**src/rtl/mont_pkg.sv**
```systemverilog
// Shared constants and types for the modular-multiplier arbiter.
// Arithmetic is modulo Q=3329 on 12-bit residues.
package mont_pkg;
  localparam int Q       = 3329;
  localparam int WIDTH   = 12;
  localparam int MUL_LAT = 4;
  // Widest requester id a result entry can carry
  localparam int ID_W    = 4;

  // Barrett constant: floor(2^24 / Q); a 24-bit product needs at most one correction
  localparam int BARRETT_K = 24;
  localparam int BARRETT_M = (1 << BARRETT_K) / Q;

  typedef struct packed {
    logic [ID_W-1:0]  id;
    logic [WIDTH-1:0] r;
  } rsp_entry_t;

  function automatic logic [WIDTH-1:0] cond_sub_q(input logic [WIDTH:0] x);
    logic [WIDTH:0] qx;
    qx = (WIDTH+1)'(Q);
    if (x >= qx) return WIDTH'(x - qx);
    return WIDTH'(x);
  endfunction
endpackage

```
**src/rtl/REDC3329_pipeline.sv**
```systemverilog
// Pipelined a*b mod 3329 (Barrett reduction); done/r appear LAT edges after en.
// LAT must be at least four: multiply, quotient, remainder, correction.
module REDC3329_pipeline
  import mont_pkg::*;
#(
  parameter int LAT = MUL_LAT
) (
  input  logic             clk,
  input  logic             rst_n,
  input  logic             en,
  input  logic [WIDTH-1:0] a,
  input  logic [WIDTH-1:0] b,
  output logic             done,
  output logic [WIDTH-1:0] r
);
  localparam int SW = 2*WIDTH + 13;
  localparam logic [2*WIDTH-1:0] Q_W = (2*WIDTH)'(Q);

  logic [LAT:1]       vld_reg;
  logic [2*WIDTH-1:0] prod_reg;
  logic [2*WIDTH-1:0] prod2_reg;
  logic [WIDTH-1:0]   quot_reg;
  logic [WIDTH:0]     rem_reg;
  logic [WIDTH-1:0]   res_reg [4:LAT];
  logic [SW-1:0]      scaled;

  assign scaled = SW'(prod_reg) * SW'(BARRETT_M);

  always_ff @(posedge clk or negedge rst_n) begin
    if (!rst_n) begin
      vld_reg <= '0;
    end else begin
      vld_reg <= {vld_reg[LAT-1:1], en};
    end
  end

  always_ff @(posedge clk) begin
    prod_reg  <= (2*WIDTH)'(a) * (2*WIDTH)'(b);
    prod2_reg <= prod_reg;
    quot_reg  <= WIDTH'(scaled >> BARRETT_K);
    // Estimated quotient is low by at most one, so the remainder is below 2Q
    rem_reg   <= (WIDTH+1)'(prod2_reg - {{WIDTH{1'b0}}, quot_reg} * Q_W);
    res_reg[4] <= cond_sub_q(rem_reg);
    for (int i = 5; i <= LAT; i++) begin
      res_reg[i] <= res_reg[i-1];
    end
  end

  assign done = vld_reg[LAT];
  assign r    = res_reg[LAT];
endmodule

```
**src/rtl/mont_rsp_fifo.sv**
```systemverilog
// Show-ahead result FIFO; head reads as zero while empty. Caller never pushes when full.
module mont_rsp_fifo #(
  parameter int  DEPTH   = 8,
  parameter type entry_t = logic [15:0]
) (
  input  logic                   clk,
  input  logic                   rst_n,
  input  logic                   push,
  input  entry_t                 push_data,
  input  logic                   pop,
  output entry_t                 head,
  output logic                   empty,
  output logic [$clog2(DEPTH):0] count
);
  localparam int AW = $clog2(DEPTH);

  entry_t          mem [DEPTH];
  logic [AW-1:0]   wr_ptr_reg;
  logic [AW-1:0]   rd_ptr_reg;
  logic [AW:0]     count_reg;
  logic            do_pop;

  assign empty  = (count_reg == '0);
  assign do_pop = pop && !empty;

  always_ff @(posedge clk or negedge rst_n) begin
    if (!rst_n) begin
      wr_ptr_reg <= '0;
      rd_ptr_reg <= '0;
      count_reg  <= '0;
    end else begin
      if (push)   wr_ptr_reg <= wr_ptr_reg + AW'(1);
      if (do_pop) rd_ptr_reg <= rd_ptr_reg + AW'(1);
      if (push && !do_pop)      count_reg <= count_reg + (AW+1)'(1);
      else if (!push && do_pop) count_reg <= count_reg - (AW+1)'(1);
    end
  end

  always_ff @(posedge clk) begin
    if (push) mem[wr_ptr_reg] <= push_data;
  end

  assign head  = empty ? '0 : mem[rd_ptr_reg];
  assign count = count_reg;
endmodule

```
**src/rtl/mont_mul_arbiter.sv**
```systemverilog
// Round-robin arbiter feeding one shared mod-3329 multiplier; results return
// through a credit-protected FIFO in global issue order, tagged with requester id.
module mont_mul_arbiter
  import mont_pkg::*;
#(
  parameter int NUM_REQ    = 4,
  parameter int FIFO_DEPTH = 8,
  parameter int LAT        = MUL_LAT
) (
  input  logic                       clk,
  input  logic                       rst_n,
  input  logic [NUM_REQ-1:0]         req_valid,
  output logic [NUM_REQ-1:0]         req_ready,
  input  logic [NUM_REQ*WIDTH-1:0]   req_a,
  input  logic [NUM_REQ*WIDTH-1:0]   req_b,
  output logic                       rsp_valid,
  input  logic                       rsp_ready,
  output logic [$clog2(NUM_REQ)-1:0] rsp_id,
  output logic [WIDTH-1:0]           rsp_r,
  output logic                       busy
);
  localparam int IDW = $clog2(NUM_REQ);
  localparam int CW  = $clog2(FIFO_DEPTH) + 1;

  logic [IDW-1:0]   last_grant_reg;
  logic [IDW-1:0]   grant_id;
  logic             grant_any;
  int               sel_idx;
  logic             credit_ok;
  logic             transfer;
  logic [CW-1:0]    inflight_reg;
  logic [CW-1:0]    fifo_count;
  logic             fifo_empty;
  logic [LAT:1]     tag_vld_reg;
  logic [IDW-1:0]   tag_reg [1:LAT];
  logic             mul_done;
  logic [WIDTH-1:0] mul_r;
  logic [WIDTH-1:0] a_sel;
  logic [WIDTH-1:0] b_sel;
  logic             push;
  rsp_entry_t       push_entry;
  rsp_entry_t       head;

  always_comb begin
    grant_any = 1'b0;
    grant_id  = '0;
    sel_idx   = 0;
    for (int k = 1; k <= NUM_REQ; k++) begin
      sel_idx = int'(last_grant_reg) + k;
      if (sel_idx >= NUM_REQ) sel_idx = sel_idx - NUM_REQ;
      if (!grant_any && req_valid[sel_idx]) begin
        grant_any = 1'b1;
        grant_id  = IDW'(sel_idx);
      end
    end
  end

  // Credit uses registered occupancy only, so a pop this cycle frees a slot next cycle
  assign credit_ok = rst_n &&
                     ((CW+1)'(fifo_count) + (CW+1)'(inflight_reg) < (CW+1)'(FIFO_DEPTH));
  assign transfer  = grant_any && credit_ok;

  for (genvar gi = 0; gi < NUM_REQ; gi++) begin : g_ready
    assign req_ready[gi] = transfer && (int'(grant_id) == gi);
  end

  assign a_sel = req_a[int'(grant_id)*WIDTH +: WIDTH];
  assign b_sel = req_b[int'(grant_id)*WIDTH +: WIDTH];

  REDC3329_pipeline #(
    .LAT (LAT)
  ) u_mul (
    .clk   (clk),
    .rst_n (rst_n),
    .en    (transfer),
    .a     (a_sel),
    .b     (b_sel),
    .done  (mul_done),
    .r     (mul_r)
  );

  always_ff @(posedge clk or negedge rst_n) begin
    if (!rst_n) begin
      last_grant_reg <= IDW'(NUM_REQ - 1);
      inflight_reg   <= '0;
      tag_vld_reg    <= '0;
      for (int i = 1; i <= LAT; i++) tag_reg[i] <= '0;
    end else begin
      if (transfer) last_grant_reg <= grant_id;
      case ({transfer, push})
        2'b10:   inflight_reg <= inflight_reg + CW'(1);
        2'b01:   inflight_reg <= inflight_reg - CW'(1);
        default: inflight_reg <= inflight_reg;
      endcase
      tag_vld_reg <= {tag_vld_reg[LAT-1:1], transfer};
      tag_reg[1]  <= grant_id;
      for (int i = 2; i <= LAT; i++) tag_reg[i] <= tag_reg[i-1];
    end
  end

  assign push          = mul_done && tag_vld_reg[LAT];
  assign push_entry.id = ID_W'(tag_reg[LAT]);
  assign push_entry.r  = mul_r;

  mont_rsp_fifo #(
    .DEPTH   (FIFO_DEPTH),
    .entry_t (rsp_entry_t)
  ) u_fifo (
    .clk       (clk),
    .rst_n     (rst_n),
    .push      (push),
    .push_data (push_entry),
    .pop       (rsp_valid && rsp_ready),
    .head      (head),
    .empty     (fifo_empty),
    .count     (fifo_count)
  );

  assign rsp_valid = !fifo_empty;
  assign rsp_id    = IDW'(head.id);
  assign rsp_r     = head.r;
  assign busy      = (inflight_reg != '0) || !fifo_empty;
endmodule

```
**config.mk**
```make
export PLATFORM = sky130hd
export DESIGN_NAME = mont_mul_arbiter
export DESIGN_NICKNAME = d
export VERILOG_FILES = /design/src/rtl/mont_pkg.sv /design/src/rtl/REDC3329_pipeline.sv /design/src/rtl/mont_rsp_fifo.sv /design/src/rtl/mont_mul_arbiter.sv
export SDC_FILE = /design/constraint.sdc
export NUM_CORES = 1
export LEC_CHECK = 0
export BUFFER_PORTS_ARGS = -buffer_cell sky130_fd_sc_hd__buf_2
export CELL_PAD_IN_SITES_DETAIL_PLACEMENT = 0
export CELL_PAD_IN_SITES_GLOBAL_PLACEMENT = 1
export CORE_MARGIN = 2
export CORE_UTILIZATION = 50
export DETAILED_ROUTE_END_ITERATION = 8
export GPL_ROUTABILITY_DRIVEN = 0
export GPL_TIMING_DRIVEN = 0
export PLACE_DENSITY_LB_ADDON = 0.1
export SYNTH_ARGS = -nofsm -noshare
export SYNTH_HDL_FRONTEND = slang
export SYNTH_HIERARCHICAL = 1
export SYNTH_SLANG_ARGS = --single-unit
export TNS_END_PERCENT = 5
```
**constraint.sdc**
```tcl
create_clock -name clk -period 10.89 [get_ports clk]
set_input_delay 0.5445 -clock clk [delete_from_list [all_inputs] [get_ports clk]]
set_output_delay 0.5445 -clock clk [all_outputs]
set_load 0.05 [all_outputs]
```
# Yosys cells after proc, flatten, opt, wreduce, memory -nomap -nowiden
# Memory sizes are Yosys's and may differ from the RTL's.
# Index checks and enable logic that the tools add are counted.
# op_classes
addsub	17
n_mul	4
n_lt_le_gt_ge	10
eq_ne	5
n_shift	2
mux	33
n_reduce_logical	26
# ops
op	n
less-than comparator 32 x 4 -> 1 bit, second input constant	4
2-to-1 mux 32 bit	4
variable part select 48 x 32 -> 12 bit	1
variable part select 48 x 7 -> 12 bit	1
multiplier 24 x 13 -> 36 bit, second input constant	1
multiplier 12 x 12 -> 24 bit	1
2-to-1 mux 12 bit	2
2-to-1 mux 1 bit	15
logical AND 1 bit	14
2-to-1 mux 14 bit	1
>= comparator 13 x 12 -> 1 bit, second input constant	1
multiplier 12 x 12 -> 13 bit, second input constant	1
subtractor 13 bit	1
subtractor 12 bit, second input constant	1
subtractor 3 x 3 -> 4 bit, second input constant	3
>= comparator 3 bit, second input constant	3
adder 4 x 1 -> 4 bit, second input constant	2
binary-select mux 1 bit (select 2 bit)	4
2-to-1 mux 2 bit	4
2-to-1 mux 4 bit	2
case mux 4 bit (2 select lines)	1
subtractor 4 x 1 -> 4 bit, second input constant	2
adder 2 x 2 -> 3 bit, second input constant	2
adder 3 x 1 -> 3 bit, second input constant	2
15 further kinds	24
# totals
register_bits	94
ramBits	124
in_bits	103
out_inout_bits	20
wordCells	114
memories	2
# mem_list
memory	depth	word_bits	read_ports	rd_ports_with_merged_regs	wr	line_no	source
u_fifo.mem	8	14	1	0	1	mont_rsp_fifo.sv:17	entry_t mem [DEPTH];
u_mul.res_reg	1	12	1	0	1	REDC3329_pipeline.sv:24	logic [WIDTH-1:0] res_reg [4:LAT];

# Logic depth before layout (Yosys ltp)
# Gate-level depths: netlist of run 1.
# logic_depth
word_depth	19
ltp_mapped	27
mapped_depth_nobuf	24

# Cells and area by module
# Netlist of run 1, hierarchy kept.
# by_module_without_submodules
module	instances	cells_each	area_per_inst_um2	seq_area_each_um2
REDC3329_pipeline	1	1284	12689.7	1581.5
mont_rsp_fifo	1	249	5398.9	4093.9
mont_mul_arbiter	1	221	1909.3	452.9

# Worst setup path before layout of run 1
# OpenSTA, ideal clock, no wires.
# synth_path
kind	flip-flop to flip-flop
from	register last_grant_reg[1]
to	register u_mul.prod_reg[23]
setup_ps	72
arrival_time_ps	6477
required_time_ps	10818
setup_slack_ps	4341
stages_incl_launch_ff	26
n_path_buf	2
synth_period_minus_slack_ps	6549
path_cell_list	dfstp_2 mux2i_1 a2bb2oi_2 clkbuf_1 a32oi_1 a32oi_2 clkbuf_1 nand2_1 fa_1 fa_1 inv_1 ha_1 fa_1 inv_1 fa_1 inv_1 ha_1 o21ai_0 nand2b_1 a31oi_1 o21ai_0 a41o_1 o41ai_2 o2111ai_1 a21oi_1 xnor2_1
# synth_between
elab_chain_len	19
word_cells_on_any_way	45
classes_between	add/sub (8); mul (2); order compare (4); shift (2); mux (23); reduce/logical (6)
# synth_rtl
element	line_no	source
start: declaration	mont_mul_arbiter.sv:25	logic [IDW-1:0] last_grant_reg;
start signal: assignment	mont_mul_arbiter.sv:84	last_grant_reg <= IDW'(NUM_REQ - 1);
start signal: assignment	mont_mul_arbiter.sv:89	if (transfer) last_grant_reg <= grant_id;
adder 2 x 1 -> 3 bit	mont_mul_arbiter.sv:49	sel_idx = int'(last_grant_reg) + k;
subtractor 3 x 3 -> 4 bit or >= comparator 3 bit (tied branches)	mont_mul_arbiter.sv:50	if (sel_idx >= NUM_REQ) sel_idx = sel_idx - NUM_REQ;
2-to-1 mux 32 bit	mont_mul_arbiter.sv:50	
binary-select mux 1 bit (select 2 bit)	mont_mul_arbiter.sv:51	if (!grant_any && req_valid[sel_idx]) begin
2-to-1 mux 1 bit (not written as such) (2 in series)	mont_mul_arbiter.sv:51	
2-to-1 mux 1 bit	mont_mul_arbiter.sv:51	
zero test 1 bit	mont_mul_arbiter.sv:51	
logical AND 1 bit	mont_mul_arbiter.sv:51	
[3 not listed]	-	
2-to-1 mux 1 bit	mont_mul_arbiter.sv:51	
zero test 1 bit	mont_mul_arbiter.sv:51	
logical AND 1 bit	mont_mul_arbiter.sv:51	
2-to-1 mux 2 bit (*)	mont_mul_arbiter.sv:51	
multiplier 2 x 2 -> 4 bit (*)	mont_mul_arbiter.sv:68	assign b_sel = req_b[int'(grant_id)*WIDTH +: WIDTH];
variable part select 48 x 7 -> 12 bit (*)	mont_mul_arbiter.sv:68	
named net b_sel[5]	mont_mul_arbiter.sv:39	logic [WIDTH-1:0] b_sel;
multiplier 12 x 12 -> 24 bit (*)	REDC3329_pipeline.sv:38	prod_reg <= (2*WIDTH)'(a) * (2*WIDTH)'(b);
end signal: assignment	REDC3329_pipeline.sv:38	
end: declaration	REDC3329_pipeline.sv:20	logic [2*WIDTH-1:0] prod_reg;
# The timed path passes the listed nets; every way through them passes the cells marked *. The select of a mux whose other input is x is not followed.
# A chain may end at the register's enable or synchronous reset.

# Worst setup path in the final report of run 1
# layout_path
from	register last_grant_reg[1]
to	register u_mul.prod_reg[23]
# layout_between
elab_chain_len	19
word_cells_on_any_way	45
classes_between	add/sub (8); mul (2); order compare (4); shift (2); mux (23); reduce/logical (6)
# layout_rtl
element	line_no	source
adder 2 x 1 -> 3 bit	mont_mul_arbiter.sv:49	
subtractor 3 x 3 -> 4 bit or >= comparator 3 bit (tied branches)	mont_mul_arbiter.sv:50	
2-to-1 mux 32 bit	mont_mul_arbiter.sv:50	
binary-select mux 1 bit (select 2 bit)	mont_mul_arbiter.sv:51	
2-to-1 mux 1 bit (not written as such) (2 in series)	mont_mul_arbiter.sv:51	
2-to-1 mux 1 bit	mont_mul_arbiter.sv:51	
zero test 1 bit	mont_mul_arbiter.sv:51	
logical AND 1 bit	mont_mul_arbiter.sv:51	
[3 not listed]	-	
2-to-1 mux 1 bit	mont_mul_arbiter.sv:51	
zero test 1 bit	mont_mul_arbiter.sv:51	
logical AND 1 bit	mont_mul_arbiter.sv:51	
2-to-1 mux 2 bit (*)	mont_mul_arbiter.sv:51	
multiplier 2 x 2 -> 4 bit (*)	mont_mul_arbiter.sv:67	assign a_sel = req_a[int'(grant_id)*WIDTH +: WIDTH];
variable part select 48 x 32 -> 12 bit (*)	mont_mul_arbiter.sv:67	
named net a_sel[3]	mont_mul_arbiter.sv:38	logic [WIDTH-1:0] a_sel;
multiplier 12 x 12 -> 24 bit (*)	REDC3329_pipeline.sv:38	
# Marks and branches as above.

==> metrics.md, run 1 <==
| Metric | Value |
|---|---|
| I/O pins | `roughly 120` |
| Setup crit start kind | `flip-flop` |
| Largest net degree at the start of global routing | `34` |
| CP top delay family | `compound AO/OA/AOI/OAI gates` |
| Drt drc | `0` |
| Core area | `38,500 um2` |
| Post-CTS Resized | `0` |
| Number of global-route vias before repair | `13.0k` |
| CP dominant cell by count | `fa_1` |
| Final Max Slew Viols | `0` |
| Outcome | `completed` |
| Die area | `40,400 um2` |
| Clk root buf | `clkbuf_16` |
| Dpl hpwl | `33,600 um` |
| Most common cell after layout, fill and taps aside | `inv_1` |
| Port Buffers | `122` |
| Actual slew at the worst max-slew pin | `0.991 ns` |
| Clk sink count | `218` |
| Global route overflow | `0` |
| Critical Path End Type | `flip-flop` |
| Data arrival time of the worst path | `8.27 ns` |
| CTS max path bufs | `3` |
| Diodes inserted | `0` |
| Fill cell total of the finished layout | `3,387` |
| Synth-to-layout area growth | `11.4%` |
| Syn nets | `~2.3k` |
| Maximum clock frequency | `0.127 GHz` |
| Setup total negative slack | `0 ns` |
| Mean area per synthesized cell | `11.2 um2` |
| CP Max Fanout | `10` |
| Die X | `201 um` |
| Routed wire length | `41,000 um` |
| Final Cycle Share | `72.0%` |
| DRT iter0 DRCs | `637` |
| RSZ-0062 raised after global routing | `no` |
| Slowest library cell on the worst path | `dfstp_2` |
| Max FFs per register | `~110` |
| CP bufs+invs | `5` |
| Vias per inst | `5.22` |
| Via count | `12.6k` |
| H-tree depth | `1` |
| Drt wl/cell | `16.9 um` |
| Nets | `2,451` |
| Setup bufs post-CTS | `0` |
| Initial antenna violation count | `0` |
| Most frequent cells in the layout | `inv_1, fa_1, ha_1` |
| YS warnings | `6` |
| Fin crit period | `7.84 ns` |
| Routed Antenna Nets | `0` |
| First-pass GRT wire length | `68,000 um` |
| Delay of the slowest critical-path stage | `0.60 ns` |
| DRT Pass-1 Iters | `7` |
| Die H | `between 200 and 250 um` |
| CTS tree | `done` |
| Rows | `72` |
| CTS buffer count | `25` |
| Synth Cell Area | `19,400 um2` |
| Share of post-route cells with drive strength above 1 | `14.2%` |
| Worst skew pair latency | `approximately 0.53 ns` |
| Synthesized netlist cell count | `1,731` |
| Max-slew headroom | `33.9%` |
| Max-cap violation count | `0` |
| Final hold vios | `0` |
| Setup CP Type | `reg -> reg` |
| Post-cts hold buffer count | `0` |
| Initial core utilization | `approximately half` |
| Final setup vio count | `0` |
| Clock skew | `0.0301 ns` |
| Crit path required time | `11.32 ns` |
| Clock slew at reported path FFs | `about 0.06 ns` |
| Gr usage total | `21.0%` |
| Worst min path class | `in -> async` |
[metrics by stage]
step	cells	hold WS [ns]	area [um2]	setup WS (ns)	utilization, %
5_1_grt	2422	0.127	21600	2.52	56.2
6_report	2422	0.0860	21600	3.05	56.2
3_5_place_dp	2376	0.335	20800	2.93	54.0
2_1_floorplan	1731	0.249	19400	4.34	-
3_3_place_gp	2371	0.333	20700	2.94	53.7
4_1_cts	2422	0.0964	21600	3.10	56.2
[worst paths after layout]
| check | start | endpoint | slack (ns) | cells after the start |
|---|---|---|---|---|
| max | last_grant_reg[1] | u_mul/prod_reg[23] | 3.05 | 25 |
| min | rst_n | inflight_reg[2] | 0.09 | 1 |
| max reg2reg | last_grant_reg[1] | u_mul/prod_reg[23] | 3.05 | 25 |
| min reg2reg | u_mul/vld_reg[1] | u_mul/vld_reg[2] | 0.35 | 0 |
| max in group asynchronous | rst_n | tag_reg[5] | 10.34 | 1 |
| min in group clk | u_mul/vld_reg[1] | u_mul/vld_reg[2] | 0.35 | 0 |
[area by class of cell]
class / instances / area, um2 / share of cell area, %
Buffer: 63 / 313 / 1.45
Clock inverter: 17 / 200 / 0.926
Multi-Input combinational cell: 1129 / 12300 / 56.7
Timing Repair Buffer: 127 / 678 / 3.14
Tap cell: 518 / 648 / 3.00
Clock buffer: 29 / 661 / 3.06
Inverter: 321 / 1200 / 5.57
Sequential cell: 218 / 5650 / 26.1
[routing by layer]
layer	global-route usage [%]	part of all wire, %
met1	29.6	46
met2	35.7	49
met3	1.87	3.0
met5	0	0
met4	4.05	1.7
Power of run 1 is left out: the tool's default activity adds up to more than one toggle a clock period on the data nets, which glitch-free logic cannot reach.
==> run 2: changes to the inputs <==
--- a/config.mk
+++ b/config.mk
@@ -5,11 +5,12 @@
 export SDC_FILE = /design/constraint.sdc
 export NUM_CORES = 1
 export LEC_CHECK = 0
+export ABC_AREA = 1
 export BUFFER_PORTS_ARGS = -buffer_cell sky130_fd_sc_hd__buf_2
 export CELL_PAD_IN_SITES_DETAIL_PLACEMENT = 0
 export CELL_PAD_IN_SITES_GLOBAL_PLACEMENT = 1
 export CORE_MARGIN = 2
-export CORE_UTILIZATION = 50
+export CORE_UTILIZATION = 44
 export DETAILED_ROUTE_END_ITERATION = 8
 export GPL_ROUTABILITY_DRIVEN = 0
 export GPL_TIMING_DRIVEN = 0
==> constraint.sdc (replaced) <==
create_clock -name clk -period 6.28 [get_ports clk]
set_input_delay 0.314 -clock clk [delete_from_list [all_inputs] [get_ports clk]]
set_output_delay 0.314 -clock clk [all_outputs]
set_load 0.05 [all_outputs]
==> run 2 against run 1 <==
Compared with the run above:
- largest cell class unchanged
- wire length grew 34%
- synthesized cell count is 57% higher
- first-iteration DRC count grew 13%
- design area up 21%
- critical path depth increased by 6
- global-route usage rose by 0.85 points
- via count rose by 37%
- clock-buffer cell count is 2 lower
- worst setup slack worse by 2.9 ns
- clock skew shrank 0.0090 ns
- area after synthesis up 14%
- sequential share of layout area down 4.5 points
==> metrics.md, run 2 <==
| Metric | Value |
|---|---|
| Synth-to-layout area growth | `18.0% (was 11.4%)` |
| H-tree depth | `1 (unchanged)` |
| Gr usage total | `21.8% (was 21.0%)` |
| Synth Cell Area | `22,100 um2 (was 19,400 um2)` |
| Max-cap violation count | `0 (unchanged)` |
| Die X | `228 um (was 201 um)` |
| Drt drc | `0 (unchanged)` |
| Clock skew | `0.0211 ns (was 0.0301 ns)` |
| RSZ-0062 raised after global routing | `yes (was no)` |
| Place WS | `-0.698 ns (was 2.93 ns)` |
| Worst min path class | `in -> reg (was in -> async)` |
| CTS tree | `done (unchanged)` |
| First-pass GRT wire length | `92,100 um (was 68,000 um)` |
| CP top delay family | `adder cells (was compound AO/OA/AOI/OAI gates)` |
| Final Max Slew Viols | `0 (unchanged)` |
| Rows | `82 (was 72)` |
| Final worst slack | `0.158 ns (was 3.05 ns)` |
| Largest net degree at the start of global routing | `34 (unchanged)` |
| Syn nets | `3,290 (was 2,297)` |
| Actual slew at the worst max-slew pin | `0.955 ns (was 0.991 ns)` |
| Max-slew headroom | `36.3% (was 33.9%)` |
| CTS max path bufs | `3 (unchanged)` |
| Initial core utilization | `44.3% (was 50.4%)` |
| Maximum clock frequency | `0.163 GHz (was 0.127 GHz)` |
| CTS buffer count | `24 (was 25)` |
| Critical Path End Type | `flip-flop (unchanged)` |
| YS warnings | `6 (unchanged)` |
| Most common cell after layout, fill and taps aside | `nand2_1 (was inv_1)` |
| DRT iter0 DRCs | `719 (was 637)` |
| Clk sink count | `218 (unchanged)` |
| Via count | `17.3k (was 12.6k)` |
| Synthesized netlist cell count | `2,724 (was 1,731)` |
| Slowest library cell on the worst path | `dfstp_2 (unchanged)` |
| Final setup vio count | `0 (unchanged)` |
| Most frequent cells in the layout | `nand2_1, inv_1, fa_1 (was inv_1, fa_1, ha_1)` |
| Fin crit period | `6.12 ns (was 7.84 ns)` |
| Die H | `228 um (was 201 um)` |
| Nets | `3,513 (was 2,451)` |
| Data arrival time of the worst path | `6.54 ns (was 8.27 ns)` |
| CP bufs+invs | `8 (was 5)` |
| Core area | `49,900 um2 (was 38,500 um2)` |
| Dpl hpwl | `44,200 um (was 33,600 um)` |
| Mean area per synthesized cell | `8.11 um2 (was 11.2 um2)` |
| Delay of the slowest critical-path stage | `0.59 ns (was 0.60 ns)` |
| DRT Pass-1 Iters | `5 (was 7)` |
| Share of post-route cells with drive strength above 1 | `17.0% (was 14.2%)` |
| Clk root buf | `clkbuf_16 (unchanged)` |
| Routed Antenna Nets | `0 (unchanged)` |
| Outcome | `completed (unchanged)` |
| Drt wl/cell | `15.1 um (was 16.9 um)` |
| Port Buffers | `122 (unchanged)` |
| Final hold vios | `0 (unchanged)` |
| Diodes inserted | `0 (unchanged)` |
| Vias per inst | `4.77 (was 5.22)` |
| Global route overflow | `0 (unchanged)` |
| Initial antenna violation count | `0 (unchanged)` |
| Clock slew at reported path FFs | `0.06 ns (about the same)` |
| Die area | `52,000 um2 (was 40,400 um2)` |
| Crit path required time | `6.70 ns (was 11.32 ns)` |
| Number of global-route vias before repair | `18.1k (was 13.0k)` |
| Worst skew pair latency | `0.54 ns (was 0.53 ns)` |
| Final Cycle Share | `97.5% (was 72.0%)` |
| I/O pins | `123 (unchanged)` |
| Routed wire length | `54,900 um (was 41,000 um)` |
| Setup CP Type | `reg -> reg (unchanged)` |
| CP Max Fanout | `10 (unchanged)` |
| Max FFs per register | `112 (unchanged)` |
| Setup crit start kind | `flip-flop (unchanged)` |
==> run 2: worst reg2reg max path: cells and delay by family, from the launching register on <==
kind | cells | cell delay (ns)
adders and majority gates | 6 | 2.88
DFF | 1 | 0.59
buffers and inverters | 8 | 0.85
and+or+nand+nor | 17 | 1.71
==> run 2: repair_timing <==
action                                  in CTS  in global routing
hold buffers                                 1                  0
pin swaps                                   14                102
resized for setup                          131                159
buffers inserted                            29                 43
cloned                                       4                  5
endpoints found under the setup margin      16                 16
hold endpoints to repair                    30                  0
==> run 2: path summary, 6_finish.rpt <==
check	from	endpoint	slack, ns	cells after the start
min in group asynchronous	rst_n	inflight_reg[0]	0.40	2
min reg2reg	u_mul/vld_reg[2]	u_mul/vld_reg[3]	0.34	0
max reg2reg	last_grant_reg[0]	u_mul/prod_reg[21]	0.16	31
max	last_grant_reg[0]	u_mul/prod_reg[21]	0.16	31
max in group asynchronous	rst_n	u_fifo/wr_ptr_reg[0]	5.39	2
min	rsp_ready	u_fifo/rd_ptr_reg[2]	0.19	5
==> run 2: metrics by stage <==
stage	instances	utilization, %	hold slack [ns]	cell area (um2)	TNS (ns)
CTS	3594	50.4	0.163	25100	0
finish	3637	52.3	0.188	26100	0
global placement	3518	47.2	0.333	23500	-7.23
global route	3637	52.3	0.191	26100	-0.568
detailed placement	3519	47.2	0.335	23600	-7.98
floorplan	2724	-	0.0184	22100	0
==> run 2: per-layer routing <==
layer | wire length, um | vias up | GRT usage (%)
li1 | - | 8696 | -
met1 | 25100 | 8334 | 29.2
met2 | 27300 | 242 | 38.9
met3 | 1590 | 65 | 1.65
met4 | 898 | 0 | 4.25
met5 | 0 | - | 0
==> run 2: final cells by class <==
type / count / area, um2
flip-flops and latches: 218 / 5650
inverters: 629 / 2370
repair buffers: 204 / 1360
well taps: 672 / 841
multi-input cells: 1805 / 14400
plain buffers: 65 / 654
fillers: 4815 / 23800
clock inverters: 17 / 195
clock buffers: 27 / 633
Power of run 2 is left out for the same reason.
